## src/rtl/port_reader_pkg.sv

```systemverilog
// ---------------------------------------------------------------------------
// port_reader_pkg
// Shared definitions for the MAC receive-FIFO reader:
//   - FSM state encoding
//   - descriptor field positions (error flag, length field)
//   - skid-buffer entry layout
// No ports (package).
// ---------------------------------------------------------------------------
package port_reader_pkg;

    localparam int LEN_W   = 12;
    localparam int ERR_BIT = 15;
    localparam int LEN_MSB = 11;
    localparam int LEN_LSB = 0;

    typedef enum logic [2:0] {
        IDLE     = 3'd0,
        PTR_WAIT = 3'd1,
        LOAD     = 3'd2,
        STREAM   = 3'd3,
        DRAIN    = 3'd4
    } state_t;

    typedef struct packed {
        logic [7:0] data;
        logic       sof;
        logic       eof;
    } skid_entry_t;

endpackage

```

## src/rtl/port_reader_skid.sv

```systemverilog
// ---------------------------------------------------------------------------
// port_reader_skid
// Two-entry FIFO holding {data, sof, eof} bytes that came back from the data
// FIFO but could not be handed to the fabric yet.
// Ports:
//   clk      core clock
//   rstn     synchronous active-low reset (empties the buffer)
//   i_push   write i_din at the tail
//   i_pop    drop the head entry
//   i_din    entry to write
//   o_head   current head entry (undefined content when o_count == 0)
//   o_count  number of occupied entries (0..2)
// The caller never pushes into a full buffer without a simultaneous pop and
// never pops an empty one.
// ---------------------------------------------------------------------------
module port_reader_skid
    import port_reader_pkg::*;
(
    input  logic        clk,
    input  logic        rstn,
    input  logic        i_push,
    input  logic        i_pop,
    input  skid_entry_t i_din,
    output skid_entry_t o_head,
    output logic [1:0]  o_count
);

    skid_entry_t r_mem [2];
    logic [1:0]  r_count;

    always_ff @(posedge clk) begin
        if (!rstn) begin
            r_count <= 2'd0;
            for (int i = 0; i < 2; i++) begin
                r_mem[i] <= '0;
            end
        end else begin
            case ({i_push, i_pop})
                2'b10: begin
                    r_mem[r_count[0]] <= i_din;
                    r_count           <= r_count + 2'd1;
                end
                2'b01: begin
                    r_mem[0] <= r_mem[1];
                    r_count  <= r_count - 2'd1;
                end
                2'b11: begin
                    // Count is unchanged; the new entry lands behind whatever
                    // is left after the head leaves.
                    if (r_count == 2'd2) begin
                        r_mem[0] <= r_mem[1];
                        r_mem[1] <= i_din;
                    end else begin
                        r_mem[0] <= i_din;
                    end
                end
                default: ;
            endcase
        end
    end

    assign o_head  = r_mem[0];
    assign o_count = r_count;

endmodule

```

## src/rtl/port_frame_reader.sv

```systemverilog
// ---------------------------------------------------------------------------
// port_frame_reader
// Pops one descriptor from the MAC receive pointer FIFO, then reads exactly
// that many bytes from the data FIFO and presents them as a valid/ready byte
// stream with sof/eof markers. Oversize frames are drained and counted.
// Build option: define PORT_READER_DROP_ERR_EN to also drain frames whose
// descriptor error bit is set (out_err then stays 0); otherwise such frames
// are forwarded with out_err on their eof byte.
// Ports:
//   clk, rstn                    core clock, synchronous active-low reset
//   ptr_fifo_empty/rd/dout       descriptor FIFO (standard read, 1-cycle)
//   data_fifo_rd/dout            byte FIFO (standard read, 1-cycle)
//   out_valid/ready/data         fabric byte stream
//   out_sof/eof/err/len          frame markers, error flag, frame length
//   frame_cnt, drop_cnt          wrapping statistics counters
// ---------------------------------------------------------------------------
module port_frame_reader
    import port_reader_pkg::*;
#(
    parameter int MAX_LEN = 1518,
    parameter int CNT_W   = 16
) (
    input  logic             clk,
    input  logic             rstn,
    input  logic             ptr_fifo_empty,
    output logic             ptr_fifo_rd,
    input  logic [15:0]      ptr_fifo_dout,
    output logic             data_fifo_rd,
    input  logic [7:0]       data_fifo_dout,
    output logic             out_valid,
    input  logic             out_ready,
    output logic [7:0]       out_data,
    output logic             out_sof,
    output logic             out_eof,
    output logic             out_err,
    output logic [LEN_W-1:0] out_len,
    output logic [CNT_W-1:0] frame_cnt,
    output logic [CNT_W-1:0] drop_cnt
);

    localparam logic [LEN_W-1:0] MAX_LEN_L = LEN_W'(MAX_LEN);

    state_t            r_state, w_state_next;
    logic [LEN_W-1:0]  r_len;
    logic              r_err;
    logic [LEN_W-1:0]  r_req;
    logic              r_inflight;
    logic              r_if_sof;
    logic              r_if_eof;
    logic [CNT_W-1:0]  r_frame_cnt;
    logic [CNT_W-1:0]  r_drop_cnt;

    logic              w_ptr_rd;
    logic              w_data_rd;
    logic              w_frame_done;
    logic              w_drop_done;
    logic              w_err_drop;
    logic              w_valid;
    logic              w_accept;
    logic              w_bypass;
    logic [1:0]        w_occ;
    logic [1:0]        w_skid_count;
    logic              w_skid_push;
    logic              w_skid_pop;
    skid_entry_t       w_skid_head;
    skid_entry_t       w_incoming;
    skid_entry_t       w_head;
    logic              w_unused_rsvd;

    assign w_unused_rsvd = ^ptr_fifo_dout[14:12];

`ifdef PORT_READER_DROP_ERR_EN
    assign w_err_drop = r_err;
`else
    assign w_err_drop = 1'b0;
`endif

    // Byte returning from the data FIFO this cycle, tagged when it was read.
    assign w_incoming = '{data: data_fifo_dout, sof: r_if_sof, eof: r_if_eof};

    // With the skid empty the returning byte is shown directly, which gives
    // the fall-through latency; otherwise the oldest buffered byte leads.
    assign w_bypass    = (w_skid_count == 2'd0);
    assign w_head      = w_bypass ? w_incoming : w_skid_head;
    assign w_valid     = !w_bypass || r_inflight;
    assign w_accept    = w_valid && out_ready;
    assign w_skid_push = r_inflight && !(w_bypass && w_accept);
    assign w_skid_pop  = w_accept && !w_bypass;
    assign w_occ       = w_skid_count + {1'b0, r_inflight};

    port_reader_skid u_skid (
        .clk     (clk),
        .rstn    (rstn),
        .i_push  (w_skid_push),
        .i_pop   (w_skid_pop),
        .i_din   (w_incoming),
        .o_head  (w_skid_head),
        .o_count (w_skid_count)
    );

    always_ff @(posedge clk) begin
        if (!rstn) begin
            r_state <= IDLE;
        end else begin
            r_state <= w_state_next;
        end
    end

    always_comb begin
        w_state_next = r_state;
        w_ptr_rd     = 1'b0;
        w_data_rd    = 1'b0;
        w_frame_done = 1'b0;
        w_drop_done  = 1'b0;
        case (r_state)
            IDLE: begin
                if (!ptr_fifo_empty) begin
                    w_ptr_rd     = 1'b1;
                    w_state_next = PTR_WAIT;
                end
            end
            PTR_WAIT: w_state_next = LOAD;
            LOAD: begin
                if (r_len == '0) begin
                    w_state_next = IDLE;
                end else if ((r_len > MAX_LEN_L) || w_err_drop) begin
                    w_state_next = DRAIN;
                end else begin
                    w_state_next = STREAM;
                end
            end
            STREAM: begin
                // At most two bytes outstanding: what the skid holds plus
                // what is still coming back from the FIFO.
                w_data_rd = (w_occ < 2'd2) && (r_req < r_len);
                if (w_accept && w_head.eof) begin
                    w_frame_done = 1'b1;
                    w_state_next = IDLE;
                end
            end
            DRAIN: begin
                if (r_req < r_len) begin
                    w_data_rd = 1'b1;
                end else begin
                    w_drop_done  = 1'b1;
                    w_state_next = IDLE;
                end
            end
            default: w_state_next = IDLE;
        endcase
    end

    always_ff @(posedge clk) begin
        if (!rstn) begin
            r_len       <= '0;
            r_err       <= 1'b0;
            r_req       <= '0;
            r_inflight  <= 1'b0;
            r_if_sof    <= 1'b0;
            r_if_eof    <= 1'b0;
            r_frame_cnt <= '0;
            r_drop_cnt  <= '0;
        end else begin
            if (r_state == PTR_WAIT) begin
                r_len <= ptr_fifo_dout[LEN_MSB:LEN_LSB];
                r_err <= ptr_fifo_dout[ERR_BIT];
            end
            if (r_state == LOAD) begin
                r_req <= '0;
            end else if (w_data_rd) begin
                r_req <= r_req + 12'd1;
            end
            r_inflight <= w_data_rd && (r_state == STREAM);
            if (w_data_rd) begin
                r_if_sof <= (r_req == '0);
                r_if_eof <= (r_req == r_len - 12'd1);
            end
            if (w_frame_done) begin
                r_frame_cnt <= r_frame_cnt + CNT_W'(1);
            end
            if (w_drop_done) begin
                r_drop_cnt <= r_drop_cnt + CNT_W'(1);
            end
        end
    end

    // Strobes are masked while reset is held so no FIFO entry is consumed
    // before the state registers have been cleared.
    assign ptr_fifo_rd  = w_ptr_rd && rstn;
    assign data_fifo_rd = w_data_rd && rstn;
    assign out_valid    = w_valid;
    assign out_data     = w_valid ? w_head.data : 8'h00;
    assign out_sof      = w_valid && w_head.sof;
    assign out_eof      = w_valid && w_head.eof;
    assign out_len      = w_valid ? r_len : '0;
`ifdef PORT_READER_DROP_ERR_EN
    assign out_err      = 1'b0;
`else
    assign out_err      = w_valid && w_head.eof && r_err;
`endif
    assign frame_cnt    = r_frame_cnt;
    assign drop_cnt     = r_drop_cnt;

endmodule

```

## config.mk

```make
export PLATFORM = sky130hd
export DESIGN_NAME = port_frame_reader
export DESIGN_NICKNAME = d
export VERILOG_FILES = /design/src/rtl/port_reader_pkg.sv /design/src/rtl/port_reader_skid.sv /design/src/rtl/port_frame_reader.sv
export SDC_FILE = /design/constraint.sdc
export NUM_CORES = 1
export LEC_CHECK = 0
export ABC_AREA = 1
export CORE_ASPECT_RATIO = 1.2
export CORE_MARGIN = 8
export CORE_UTILIZATION = 58
export CTS_CLUSTER_SIZE = 14
export DETAILED_ROUTE_END_ITERATION = 10
export PLACE_DENSITY = 0.87
export SYNTH_ARGS = -nofsm -noshare
export SYNTH_HDL_FRONTEND = slang
export SYNTH_SLANG_ARGS = --single-unit
```

## constraint.sdc

```tcl
create_clock -name clk -period 3.16 [get_ports clk]
set_input_delay 0.474 -clock clk [delete_from_list [all_inputs] [get_ports clk]]
set_output_delay 0.474 -clock clk [all_outputs]
set_load 0.01 [all_outputs]
```

==> impl_metrics.env <==
export IMPL_clock_skew_ns=0.00827
export IMPL_die_x_um=100
export IMPL_dp_slack_ns=0.312
export IMPL_post_route_period_util_pct=92.5
export IMPL_ctsRootBufferMaster="clkbuf_8"
export IMPL_placeableCoreArea_um2=8150
export IMPL_numClockSinks=85
export IMPL_synth_distinct_cells=36
export IMPL_die_y_um=117
export IMPL_antenna_found_initial=0
export IMPL_ant_nets=0
export IMPL_nets=821
export IMPL_drive_above_1_share_pct=5.13
export IMPL_layout_common_cells="nand2_1, clkdlybuf4s50_1, inv_1, nor2_1, dfxtp_1"
export IMPL_rows=36
export IMPL_wl_per_cell_um=14.6
export IMPL_synth_area_leaders="dfxtp_1, edfxtp_1, nand2_1"
export IMPL_synth_area_um2=4910
export IMPL_yosysTopAreaCell="dfxtp_1"
export IMPL_viasPerCell=5.47
export IMPL_insertion_delay_ns=0.36
export IMPL_cts_hold_buf=0
export IMPL_cts_max_level=3
export IMPL_required_ns=2.69
export IMPL_p_per_area_nw_per_um2=574
export IMPL_post_cts_buffers=0
export IMPL_critPathCaptureType="output port"
export IMPL_grt_overflow_total=0
export IMPL_irDropWorstVdd_uv=241
export IMPL_final_common_cell="nand2_1"
export IMPL_yosys_warnings=0
export IMPL_synthCells=693
export IMPL_place_congestion=0.913
export IMPL_antenna_cells=0
export IMPL_max_freq_mhz=342
export IMPL_dieArea_um2=11700
export IMPL_rsz0062_at_grt="false"
export IMPL_start_util_pct=60.2
export IMPL_wl_um=13000
export IMPL_crit_fanout=11
export IMPL_cts_buffers=9
export IMPL_finalHoldViolCount=0
export IMPL_worstHoldPathType="reg -> reg"
export IMPL_drv_cap=0
export IMPL_tns_ns=0
export IMPL_cts_buffer_depth=2
export IMPL_port_buffers=82
export IMPL_path_class="reg -> out"
export IMPL_startpoint_type="register"
export IMPL_worstMarginPinSlew_ns=0.794
export IMPL_clk_pin_slew_worst_paths_ns=0.09
export IMPL_status="completed"
export IMPL_post_dp_hpwl_um=9560
export IMPL_area_delta_synth_final_pct=23.7
export IMPL_ctsResizeCount=3
export IMPL_setup_viol=0
export IMPL_slew_headroom_pct=46.9
export IMPL_fin_crit_ns=2.92
export IMPL_grt_max_degree=35
export IMPL_synth_nets=739
export IMPL_ys_async_sr_fraction_pct=0
export IMPL_drt_iter0_markers=429
export IMPL_ys_ff_latch=85
export IMPL_grt_usage_pct=22.6
export IMPL_fin_ws_ns=0.237
export IMPL_pin_count=86
export IMPL_placed_area_um2=5850
export IMPL_cts_tree="yes"
export IMPL_ys_flop_type="dfxtp_1"
export IMPL_synth_edff_count=20
export IMPL_finish_instance_area_um2=6070
export IMPL_drv_slew=0
export IMPL_grt_pass1_wl_um=21700
export IMPL_worstPathArrival_ns=2.45
export IMPL_dr_pass1_iters=5
export IMPL_grt_pass1_vias=4812
export IMPL_power_leakage_nw=2.29
export IMPL_rrSetupSlack_ns=0.70
export IMPL_vias=4894
export IMPL_drcViolationCount=0
export IMPL_synth_top_area_share_pct=26.5
export IMPL_ys_seq_area_share_pct=38.7
export IMPL_synth_area_per_cell_um2=7.08
[critical path: stages, from the launching register on]
cell           delay, ns
dfxtp_1             0.41
inv_1               0.11
ha_1                0.33
a21oi_1             0.13
o21ai_0             0.14
nand2_1             0.10
nand3_1             0.15
nor2_2              0.18
inv_2               0.12
nor2_1              0.13
dlygate4sd2_1       0.29
[synthesized netlist by cell type, types with 2 or more instances]
master,n
o21bai_1,2
xnor2_1,12
nand4_1,12
nor2_2,2
and3_1,6
edfxtp_1,20
nand2_1,151
o31ai_1,9
nor3b_1,5
a211oi_1,2
nand3_1,41
clkbuf_1,13
xor2_1,14
nor2_1,79
o21ai_0,55
dfxtp_1,65
nor4_1,3
ha_1,18
buf_2,6
nand3b_1,3
nand2_2,2
inv_1,79
nor3_1,23
inv_2,4
a21oi_1,56
[power breakdown]
group          switching, mW  total [mW]  internal (mW)  leakage (nW)
registers              0.121        1.34           1.22         0.734
logic                  0.830        1.27          0.440          1.45
clock network          0.422       0.876          0.454         0.105
total                   1.37        3.49           2.12          2.29
[cell type report]
cell class	instances	area [µm²]
well taps	114	143
multi-input cells	504	2600
clock inverters	6	95.1
repair buffers	92	895
flip-flops and latches	85	1900
fillers	657	2080
clock buffers	10	128
inverters	83	312
[layer usage]
| layer | wire [µm] | global-route usage, % | vias up |
|---|---|---|---|
| met4 | 231 | 7.68 | 0 |
| li1 | - | - | 2449 |
| met2 | 6420 | 39.7 | 163 |
| met5 | 0 | 0 | - |
| met3 | 769 | 3.96 | 25 |
| met1 | 5620 | 27.3 | 2257 |
[flip-flops by register name, summed over array words and instances, names as in the netlist]
signal	flops
r_len	12
r_req	12
r_if_eof	1
r_inflight	1
r_state	3
frame_cnt	16
u_skid.r_mem	20
drop_cnt	16
r_if_sof	1
r_err	1
u_skid.o_count	2
[metrics by stage]
step | cells | hold slack [ns] | total power [mW] | utilization (%)
2_1_floorplan | 693 | 0.430 | 2.29 | -
3_3_place_gp | 878 | 0.441 | 2.53 | 71.8
3_5_place_dp | 878 | 0.452 | 2.59 | 71.8
4_1_cts | 894 | 0.465 | 3.47 | 74.5
5_1_grt | 894 | 0.519 | 3.72 | 74.5
6_report | 894 | 0.469 | 3.49 | 74.5
[kinds of logic after synthesis]
kind of cell / share of synthesized area, %
and+or+nand+nor: 29.4
AOI/OAI and AO/OA: 14.3
buffers and inverters: 8.33
DFF: 38.7
xor gates and xnor gates: 4.64
adders and majority gates: 4.59
[final timing paths]
path              startpoint  cells past startpoint           end
hold reg to reg        r_err                      2         r_err
setup reg to reg    r_len[3]                     11   drop_cnt[5]
hold / removal         r_err                      2         r_err
setup / recovery    r_len[3]                     10  data_fifo_rd
(Power assumes the default switching activity.)
